<file path="src/rtl/q4_sweep_ctrl_if.sv">
// Signal bundle between the sweep sequencer and its caller / unit under test.
// slave is the sequencer side; master is the caller side (golden tables, start/abort, unit feedback).
interface q4_sweep_ctrl_if;
  logic       start;
  logic       abort;
  logic [7:0] expected_d;
  logic [7:0] expected_e;
  logic       a;
  logic       b;
  logic       c;
  logic       d_in;
  logic       e_in;
  logic       busy;
  logic       done;
  logic [7:0] result_d;
  logic [7:0] result_e;
  logic       mismatch;
  logic [2:0] fail_idx;

  modport master (
    output start, abort, expected_d, expected_e, d_in, e_in,
    input  a, b, c, busy, done, result_d, result_e, mismatch, fail_idx
  );

  modport slave (
    input  start, abort, expected_d, expected_e, d_in, e_in,
    output a, b, c, busy, done, result_d, result_e, mismatch, fail_idx
  );
endinterface

</file>
<file path="src/rtl/q4_sweep_ctrl.sv">
// Self-test sequencer: sweeps a 3-in/2-out combinational unit through all 8 vectors,
// captures d/e truth tables and flags the first vector that disagrees with golden.
//   state | meaning
//   IDLE  | waiting for start, stimulus parked at 000
//   APPLY | driving vec, sampling after HOLD_CYCLES cycles
//   DONE  | one-cycle completion pulse
module q4_sweep_ctrl #(
  parameter int HOLD_CYCLES = 4,
  parameter int CNT_W       = 8
) (
  input  logic             clk,
  input  logic             rst_n,
  q4_sweep_ctrl_if.slave   bus
);

  typedef enum logic [1:0] {IDLE, APPLY, DONE} state_t;

  localparam logic [CNT_W-1:0] CNT_LAST = CNT_W'(HOLD_CYCLES - 1);

  state_t           state_q, state_d;
  logic [2:0]       vec_q, vec_d;
  logic [CNT_W-1:0] cnt_q, cnt_d;
  logic [7:0]       gold_d_q, gold_d_d;
  logic [7:0]       gold_e_q, gold_e_d;
  logic [7:0]       res_d_q, res_d_d;
  logic [7:0]       res_e_q, res_e_d;
  logic             mism_q, mism_d;
  logic [2:0]       fidx_q, fidx_d;
  logic [2:0]       abc_q, abc_d;
  logic             busy_q, busy_d;
  logic             done_q, done_d;

  always_comb begin
    state_d  = state_q;
    vec_d    = vec_q;
    cnt_d    = cnt_q;
    gold_d_d = gold_d_q;
    gold_e_d = gold_e_q;
    res_d_d  = res_d_q;
    res_e_d  = res_e_q;
    mism_d   = mism_q;
    fidx_d   = fidx_q;

    case (state_q)
      IDLE: begin
        if (bus.start) begin
          gold_d_d = bus.expected_d;
          gold_e_d = bus.expected_e;
          res_d_d  = 8'h00;
          res_e_d  = 8'h00;
          mism_d   = 1'b0;
          fidx_d   = 3'd0;
          vec_d    = 3'd0;
          cnt_d    = '0;
          state_d  = APPLY;
        end
      end
      APPLY: begin
        // abort takes priority, even over the final sample
        if (bus.abort) begin
          state_d = IDLE;
        end else if (cnt_q == CNT_LAST) begin
          res_d_d[vec_q] = bus.d_in;
          res_e_d[vec_q] = bus.e_in;
          if (((bus.d_in != gold_d_q[vec_q]) || (bus.e_in != gold_e_q[vec_q])) && !mism_q) begin
            mism_d = 1'b1;
            fidx_d = vec_q;
          end
          if (vec_q == 3'd7) begin
            state_d = DONE;
          end else begin
            vec_d = vec_q + 3'd1;
            cnt_d = '0;
          end
        end else begin
          cnt_d = cnt_q + CNT_W'(1);
        end
      end
      DONE:    state_d = IDLE;
      default: state_d = IDLE;
    endcase

    // outputs are registered from the next-state view so they line up with state_q
    busy_d = (state_d == APPLY);
    done_d = (state_d == DONE);
    abc_d  = (state_d == APPLY) ? vec_d : 3'd0;
  end

  always_ff @(posedge clk or negedge rst_n) begin
    if (!rst_n) begin
      state_q  <= IDLE;
      vec_q    <= 3'd0;
      cnt_q    <= '0;
      gold_d_q <= 8'h00;
      gold_e_q <= 8'h00;
      res_d_q  <= 8'h00;
      res_e_q  <= 8'h00;
      mism_q   <= 1'b0;
      fidx_q   <= 3'd0;
      abc_q    <= 3'd0;
      busy_q   <= 1'b0;
      done_q   <= 1'b0;
    end else begin
      state_q  <= state_d;
      vec_q    <= vec_d;
      cnt_q    <= cnt_d;
      gold_d_q <= gold_d_d;
      gold_e_q <= gold_e_d;
      res_d_q  <= res_d_d;
      res_e_q  <= res_e_d;
      mism_q   <= mism_d;
      fidx_q   <= fidx_d;
      abc_q    <= abc_d;
      busy_q   <= busy_d;
      done_q   <= done_d;
    end
  end

  assign bus.a        = abc_q[2];
  assign bus.b        = abc_q[1];
  assign bus.c        = abc_q[0];
  assign bus.busy     = busy_q;
  assign bus.done     = done_q;
  assign bus.result_d = res_d_q;
  assign bus.result_e = res_e_q;
  assign bus.mismatch = mism_q;
  assign bus.fail_idx = fidx_q;

endmodule

</file>
<file path="src/flat_wrapper.sv">
// flat-port wrapper written by rule: the top's interface ports become plain ports
module q4_sweep_ctrl_flat 
#(
  parameter int HOLD_CYCLES = 4,
  parameter int CNT_W       = 8
)
  (clk, rst_n, bus_start, bus_abort, bus_expected_d, bus_expected_e, bus_d_in, bus_e_in, bus_a, bus_b, bus_c, bus_busy, bus_done, bus_result_d, bus_result_e, bus_mismatch, bus_fail_idx);
  q4_sweep_ctrl_if bus_i ();
  input  logic clk;
  input  logic rst_n;
  input wire logic [$bits(bus_i.start)-1:0] bus_start;
  input wire logic [$bits(bus_i.abort)-1:0] bus_abort;
  input wire logic [$bits(bus_i.expected_d)-1:0] bus_expected_d;
  input wire logic [$bits(bus_i.expected_e)-1:0] bus_expected_e;
  input wire logic [$bits(bus_i.d_in)-1:0] bus_d_in;
  input wire logic [$bits(bus_i.e_in)-1:0] bus_e_in;
  output wire logic [$bits(bus_i.a)-1:0] bus_a;
  output wire logic [$bits(bus_i.b)-1:0] bus_b;
  output wire logic [$bits(bus_i.c)-1:0] bus_c;
  output wire logic [$bits(bus_i.busy)-1:0] bus_busy;
  output wire logic [$bits(bus_i.done)-1:0] bus_done;
  output wire logic [$bits(bus_i.result_d)-1:0] bus_result_d;
  output wire logic [$bits(bus_i.result_e)-1:0] bus_result_e;
  output wire logic [$bits(bus_i.mismatch)-1:0] bus_mismatch;
  output wire logic [$bits(bus_i.fail_idx)-1:0] bus_fail_idx;
  assign bus_i.start = bus_start;
  assign bus_i.abort = bus_abort;
  assign bus_i.expected_d = bus_expected_d;
  assign bus_i.expected_e = bus_expected_e;
  assign bus_i.d_in = bus_d_in;
  assign bus_i.e_in = bus_e_in;
  assign bus_a = bus_i.a;
  assign bus_b = bus_i.b;
  assign bus_c = bus_i.c;
  assign bus_busy = bus_i.busy;
  assign bus_done = bus_i.done;
  assign bus_result_d = bus_i.result_d;
  assign bus_result_e = bus_i.result_e;
  assign bus_mismatch = bus_i.mismatch;
  assign bus_fail_idx = bus_i.fail_idx;
  q4_sweep_ctrl #(.HOLD_CYCLES(HOLD_CYCLES), .CNT_W(CNT_W)) u_core (.clk(clk), .rst_n(rst_n), .bus(bus_i));
endmodule
</file>
<file path="config.mk">
export PLATFORM = sky130hd
export DESIGN_NAME = q4_sweep_ctrl_flat
export DESIGN_NICKNAME = d
export VERILOG_FILES = /design/src/rtl/q4_sweep_ctrl_if.sv /design/src/rtl/q4_sweep_ctrl.sv /design/src/flat_wrapper.sv
export SDC_FILE = /design/constraint.sdc
export NUM_CORES = 1
export LEC_CHECK = 0
export CELL_PAD_IN_SITES_DETAIL_PLACEMENT = 0
export CELL_PAD_IN_SITES_GLOBAL_PLACEMENT = 2
export CORE_ASPECT_RATIO = 1.4
export CORE_UTILIZATION = 38
export CTS_CLUSTER_DIAMETER = 40
export CTS_CLUSTER_SIZE = 10
export DETAILED_ROUTE_END_ITERATION = 6
export DONT_BUFFER_PORTS = 1
export GPL_ROUTABILITY_DRIVEN = 0
export PLACE_DENSITY = 0.85
export SLEW_MARGIN = 10
export SYNTH_ARGS = -nofsm -noshare
export SYNTH_HDL_FRONTEND = slang
export SYNTH_SLANG_ARGS = --single-unit
export TNS_END_PERCENT = 30
</file>
<file path="constraint.sdc">
create_clock -name clk -period 2.82 [get_ports clk]
set_clock_uncertainty 0.1 [all_clocks]
set_input_delay 0.705 -clock clk [delete_from_list [all_inputs] [get_ports clk]]
set_output_delay 0.705 -clock clk [all_outputs]
set_load 0.01 [all_outputs]
</file>
# [After elaboration in Yosys (flattened, before gate mapping)]
# Cells that the tools add are included.
[totals] regBits=54 input_bits=22 output_inout_bits=25 elab_cells=78
[classes] n_addsub=2 magnitude_cmp=2 n_eq_ne=12 n_mux=40 n_reduce_logical=10
[op_table] cell="8-bit two-way mux" n=8
[op_table] cell="8-bit case mux with 2 select lines" n=3
[op_table] cell="3-bit two-way mux" n=9
[op_table] cell="8-bit bitwise mux" n=2
[op_table] cell="3-bit case mux with 2 select lines" n=2
[op_table] cell="8-bit by 1-bit adder with 8-bit output (second input constant)" n=1
[op_table] cell="8-bit by 2-bit == test with 1-bit output (second input constant)" n=1
[op_table] cell="2-bit two-way mux" n=4
[op_table] cell="4-bit AND reduction" n=2
[op_table] cell="1-bit two-way mux" n=7
[op_table] cell="1-bit binary-select mux with 3-bit select" n=2
[op_table] cell="5-bit AND reduction" n=1
[op_table] cell="2-bit by 1-bit == test with 1-bit output (second input constant)" n=2
[op_table] cell="3-bit by 4-bit less-than comparator with 1-bit output (second input constant)" n=1
[op_table] cell="2-bit by 1-bit inequality test with 1-bit output (second input constant)" n=2
[op_table] cell="2-bit inequality test (second input constant)" n=2
[op_table] cell="2-bit case mux with 2 select lines" n=1
[op_table] cell="3-bit by 1-bit adder with 3-bit output (second input constant)" n=1
[op_table] cell="1-bit demux with 3-bit select" n=1
[op_table] cell="3-bit == test (second input constant)" n=1
[op_table] cell="3-bit by 1-bit >= comparator with 1-bit output (second input constant)" n=1
[op_table] cell="3-bit inequality test (second input constant)" n=1
[op_table] cell="2-bit == test (second input constant)" n=1
[op_table] cell="1-bit logical AND" n=2
[op_table] cell="other kinds (7)" n=8

# [Depth between registers and ports, before layout]
[logic_depth] word_depth=9 ltp_mapped=9 depth_no_buf=8

# [Worst setup path after synthesis]
# Ideal clock, no wire load.
[synth_timing] kind="register -> register" startpoint="register u_core.cnt_q[5]" endpoint="register u_core.cnt_q[6]" setup_time_ns=0.122 arrival_ns=1.886 t_required_ns=2.598 slack_ns=0.713 stages_incl_launch_ff=9 n_path_buf=1 synth_period_minus_slack_ns=2.107 cell_sequence="dfrtp_1 > or4_4 > o41ai_1 > and2_2 > inv_2 > buf_6 > nand4_1 > xor2_1 > nor2_1"
[synth_via] elab_chain_len=4 word_cells_on_any_way=7 cone_classes="add/sub: 1; eq/ne: 2; mux: 3; reduce/logical: 1"
[synth_lines] item="start, declared" line_no="q4_sweep_ctrl.sv:22" source="logic [CNT_W-1:0] cnt_q, cnt_d;"
[synth_lines] item="start signal, assigned" line_no="q4_sweep_ctrl.sv:106" source="cnt_q <= cnt_d;"
[synth_lines] item="8-bit by 1-bit adder with 8-bit output / 8-bit by 2-bit == test with 1-bit output (equally long branches)" line_no="q4_sweep_ctrl.sv:76, q4_sweep_ctrl.sv:62"
[synth_lines] item="8-bit two-way mux" line_no="q4_sweep_ctrl.sv:62" source="end else if (cnt_q == CNT_LAST) begin"
[synth_lines] item="8-bit two-way mux" line_no="q4_sweep_ctrl.sv:60" source="if (bus.abort) begin"
[synth_lines] item="8-bit case mux with 2 select lines" line_no="q4_sweep_ctrl.sv:44" source="case (state_q)"
# Several ways; a longest one is shown, not always the timed one. The select of a mux whose other input is x is not followed.
# A chain may end at the register's enable or synchronous reset.

# [Worst setup path in the final report]
[layout_timing] startpoint="register u_core.vec_q[0]" endpoint="register u_core.fidx_q[1] (netlist: u_core.bus.fail_idx[1])"
[layout_via] elab_chain_len=7 word_cells_on_any_way=10 cone_classes="eq/ne: 3; mux: 4; reduce/logical: 3"
[layout_lines] item="start, declared" line_no="q4_sweep_ctrl.sv:21" source="logic [2:0] vec_q, vec_d;"
[layout_lines] item="start signal, assigned" line_no="q4_sweep_ctrl.sv:105" source="vec_q <= vec_d;"
[layout_lines] item="1-bit binary-select mux with 3-bit select" line_no="q4_sweep_ctrl.sv:65" source="if (((bus.d_in != gold_d_q[vec_q]) || (bus.e_in != gold_e_q[vec_q])) && !mism_q) begin"
[layout_lines] item="1-bit two-way mux (implied by the code)" line_no="q4_sweep_ctrl.sv:65"
[layout_lines] item="1-bit inequality test" line_no="q4_sweep_ctrl.sv:65"
[layout_lines] item="1-bit logical OR (*)" line_no="q4_sweep_ctrl.sv:65"
[layout_lines] item="1-bit logical AND (*)" line_no="q4_sweep_ctrl.sv:65"
[layout_lines] item="2-bit by 1-bit inequality test with 1-bit output (no source line) (*)"
[layout_lines] item="5-bit AND reduction (no source line) (*)"
[layout_lines] item="end signal, assigned" line_no="q4_sweep_ctrl.sv:112" source="fidx_q <= fidx_d;"
[layout_lines] item="end, declared" line_no="q4_sweep_ctrl.sv:28" source="logic [2:0] fidx_q, fidx_d;"
# Every way passes the cells marked *; elsewhere a longest branch is shown, timed or not. The select of a mux whose other input is x is not followed.

==> flow_metrics.py <==
metrics = {
    "clock_tree": {
        "clk_pin_slew_ns": 0.10,
        "cts_setup_buffers": 0,
        "cts_inserted_buffers": 5,
        "ctsResizeCount": 0,
        "ctsRootBufferMaster": "clkbuf_8",
        "holdBufCountCts": 1,
        "htree_levels": 2,
        "clock-sinks": 54,
        "cts.path.max_buffers": 2,
        "cts_tree": "done",
        "insertion_delay_ns": 0.30,
    },
    "route": {
        "num_vias": 1694,
        "drc_errors": 0,
        "first_pass_iters": 4,
        "wl_per_cell_um": 15.2,
        "via_per_inst": 5.23,
        "wl_um": 4930,
        "drt_iter0_markers": 98,
        "ant_nets": 0,
    },
    "setup_path": {
        "end_kind": "flop",
        "arrival_ns": 2.56,
        "crit_required_ns": 2.91,
        "cp_max_fo": 20,
        "worstReg2RegStart": "u_core.vec_q[0]",
        "crit_family": "flip-flops",
        "start_kind": "flop",
        "crit_path_max_incr_delay_ns": 0.83,
        "critPathBufInv": 0,
        "reg2reg_to": "u_core.bus.fail_idx[1]",
        "critical_path.slowest_cell": "dfrtp_1",
        "critical_path_class": "flop to flop",
        "crit_chain": "mux2i_1 -> mux4_2 -> xnor2_1 -> o21bai_1 -> a21o_1 -> a22o_1",
        "r2r_slack_ns": 0.36,
        "r2r_cells": 6,
    },
    "grt": {
        "grt_pass1_vias": 1794,
        "grt_max_degree": 55,
        "antenna_found_initial": 0,
        "gr-total-overflow": 0,
        "track_usage": 0.158,
        "grt_pass1_wl_um": 8450,
    },
    "layout": {
        "layout_commonest_cell": "nand2_1",
        "final_cell_mix": "63 x nand2_1, 54 x dfrtp_1, 18 x inv_1, 16 x o22ai_1, 11 x nor2_1",
        "drive_above_1_share": 0.0754,
        "syn2layout_area_growth_pct": 9.10,
        "antenna_cells": 0,
        "nets": 275,
    },
    "timing": {
        "maxSlewHeadroom": 0.507,
        "whs_ns": 0.156,
        "rsz0062_at_grt": "false",
        "setup_tns_ns": 0,
        "clock.fmax_ghz": 0.406,
        "drv_slew": 0,
        "fin_crit_sh": 0.874,
        "setup_viol": 0,
        "finalHoldViolCount": 0,
        "tightest_slew_ns": 0.740,
        "fin_crit_ns": 2.46,
    },
    "status": {
        "status": "finished, final reports clean",
    },
    "job": {
        "drv_cap": 0,
    },
    "logic_synthesis": {
        "synthCells": 252,
        "yosysWarnings": 0,
        "yosys.cell_types.count": 36,
        "synth-edff-count": 0,
        "avgSynthCellArea_um2": 9.66,
        "async_reset_ff_frac": 1.00,
        "syn_nets": 276,
        "synth_area_um2": 2430,
        "ys_dominant_reg_cell": "dfrtp_1",
        "yosysSeqAreaShare": 0.555,
        "synth-seq-cells": 54,
    },
    "floorplan": {
        "start_util": 0.392,
        "core_area_um2": 6210,
        "die_x_um": 69.6,
        "ios": 47,
        "die_area_um2": 6730,
        "die_h_um": 96.7,
        "rows": 34,
    },
    "pwr": {
        "powerDensity_nw_per_um2": 680,
        "cellLeakagePower_nw": 1.22,
        "irDropWorstVdd_v": 0.000194,
    },
    "placed_design": {
        "portBuffers": 0,
        "dp_hpwl_um": 3490,
    },
    "hold_path": {
        "min_path_type": "primary input to asynchronous set/reset pin",
    },
}
report_power, final:
| part | internal [W] | total [W] | switching, W |
|---|---|---|---|
| combinational | 0.000111 | 0.000269 | 0.000158 |
| sequential | 0.000855 | 0.000933 | 0.0000786 |
| clock | 0.000355 | 0.000603 | 0.000248 |
through the flow:
| step | std cells | setup WS (ns) | util | total power, W | cell area [µm²] |
|---|---|---|---|---|---|
| final | 324 | 0.355 | 0.427 | 0.00181 | 2660 |
| after floorplan | 252 | 0.713 | - | 0.00114 | 2430 |
| after detailed placement | 315 | 0.376 | 0.401 | 0.00121 | 2490 |
| after CTS | 324 | 0.343 | 0.427 | 0.00184 | 2660 |
| after global placement | 315 | 0.426 | 0.401 | 0.00120 | 2490 |
| after global routing | 324 | 0.160 | 0.427 | 0.00191 | 2660 |
flip-flops by register name, summed over array words and instances, names as in the netlist:
name and flops:
u_core.bus.done 1, u_core.abc_q 3, u_core.bus.result_d 8, u_core.state_q 2, u_core.bus.busy 1, u_core.vec_q 3
u_core.cnt_q 8, u_core.bus.mismatch 1, u_core.gold_d_q 8, u_core.gold_e_q 8, u_core.bus.fail_idx 3, u_core.bus.result_e 8
how the worst max path moves through the flow:
stage                        endpoint  cells after the start             from  slack [ns]
3_3_place_gp   u_core.bus.fail_idx[0]                      6  u_core.vec_q[0]        0.43
3_5_place_dp   u_core.bus.fail_idx[1]                      6  u_core.vec_q[0]        0.38
6_report       u_core.bus.fail_idx[1]                      6  u_core.vec_q[0]        0.36
4_1_cts        u_core.bus.fail_idx[1]                      6  u_core.vec_q[0]        0.34
5_1_grt               u_core.cnt_q[7]                      8  u_core.vec_q[0]        0.16
2_1_floorplan         u_core.cnt_q[6]                      8  u_core.cnt_q[5]        0.71
cell usage after synthesis, types with 4 or more instances:
cell	instances	area, µm²
xor2_1	5	43.8
nor3_1	6	30.0
clkbuf_1	9	33.8
nand4_1	4	25.0
o22ai_1	16	100
nand2_1	63	236
dfrtp_1	54	1350
o21ai_0	5	25.0
nor2_1	11	41.3
a21oi_1	8	40.0
mux2i_1	8	80.1
nand3_1	6	30.0
inv_1	18	67.6
kinds of logic after synthesis:
kind of cell	Yosys count	share of synthesized area
compound gates	37	0.0946
xor+xnor	8	0.0288
fa+ha+maj	2	0.0103
buf+inv	31	0.0524
flops	54	0.555
mux	10	0.0514
simple gates	110	0.207
cell type report:
type                       count  area [µm²]
tap                           72        90.1
clock buffer                   5        68.8
fill                         615        3560
clock inverter                 3        68.8
inverter                      19        71.3
multi-input combinational    167         955
sequential                    54        1350
timing repair buffer           4        50.0
metal layers:
layer,global-route usage,up-vias,part of all wire
met5,0,-,0
met4,0.0462,0,0.010
met3,0.0344,4,0.041
met2,0.286,45,0.52
met1,0.184,806,0.43
li1,-,839,-
(Power assumes the default switching activity.)
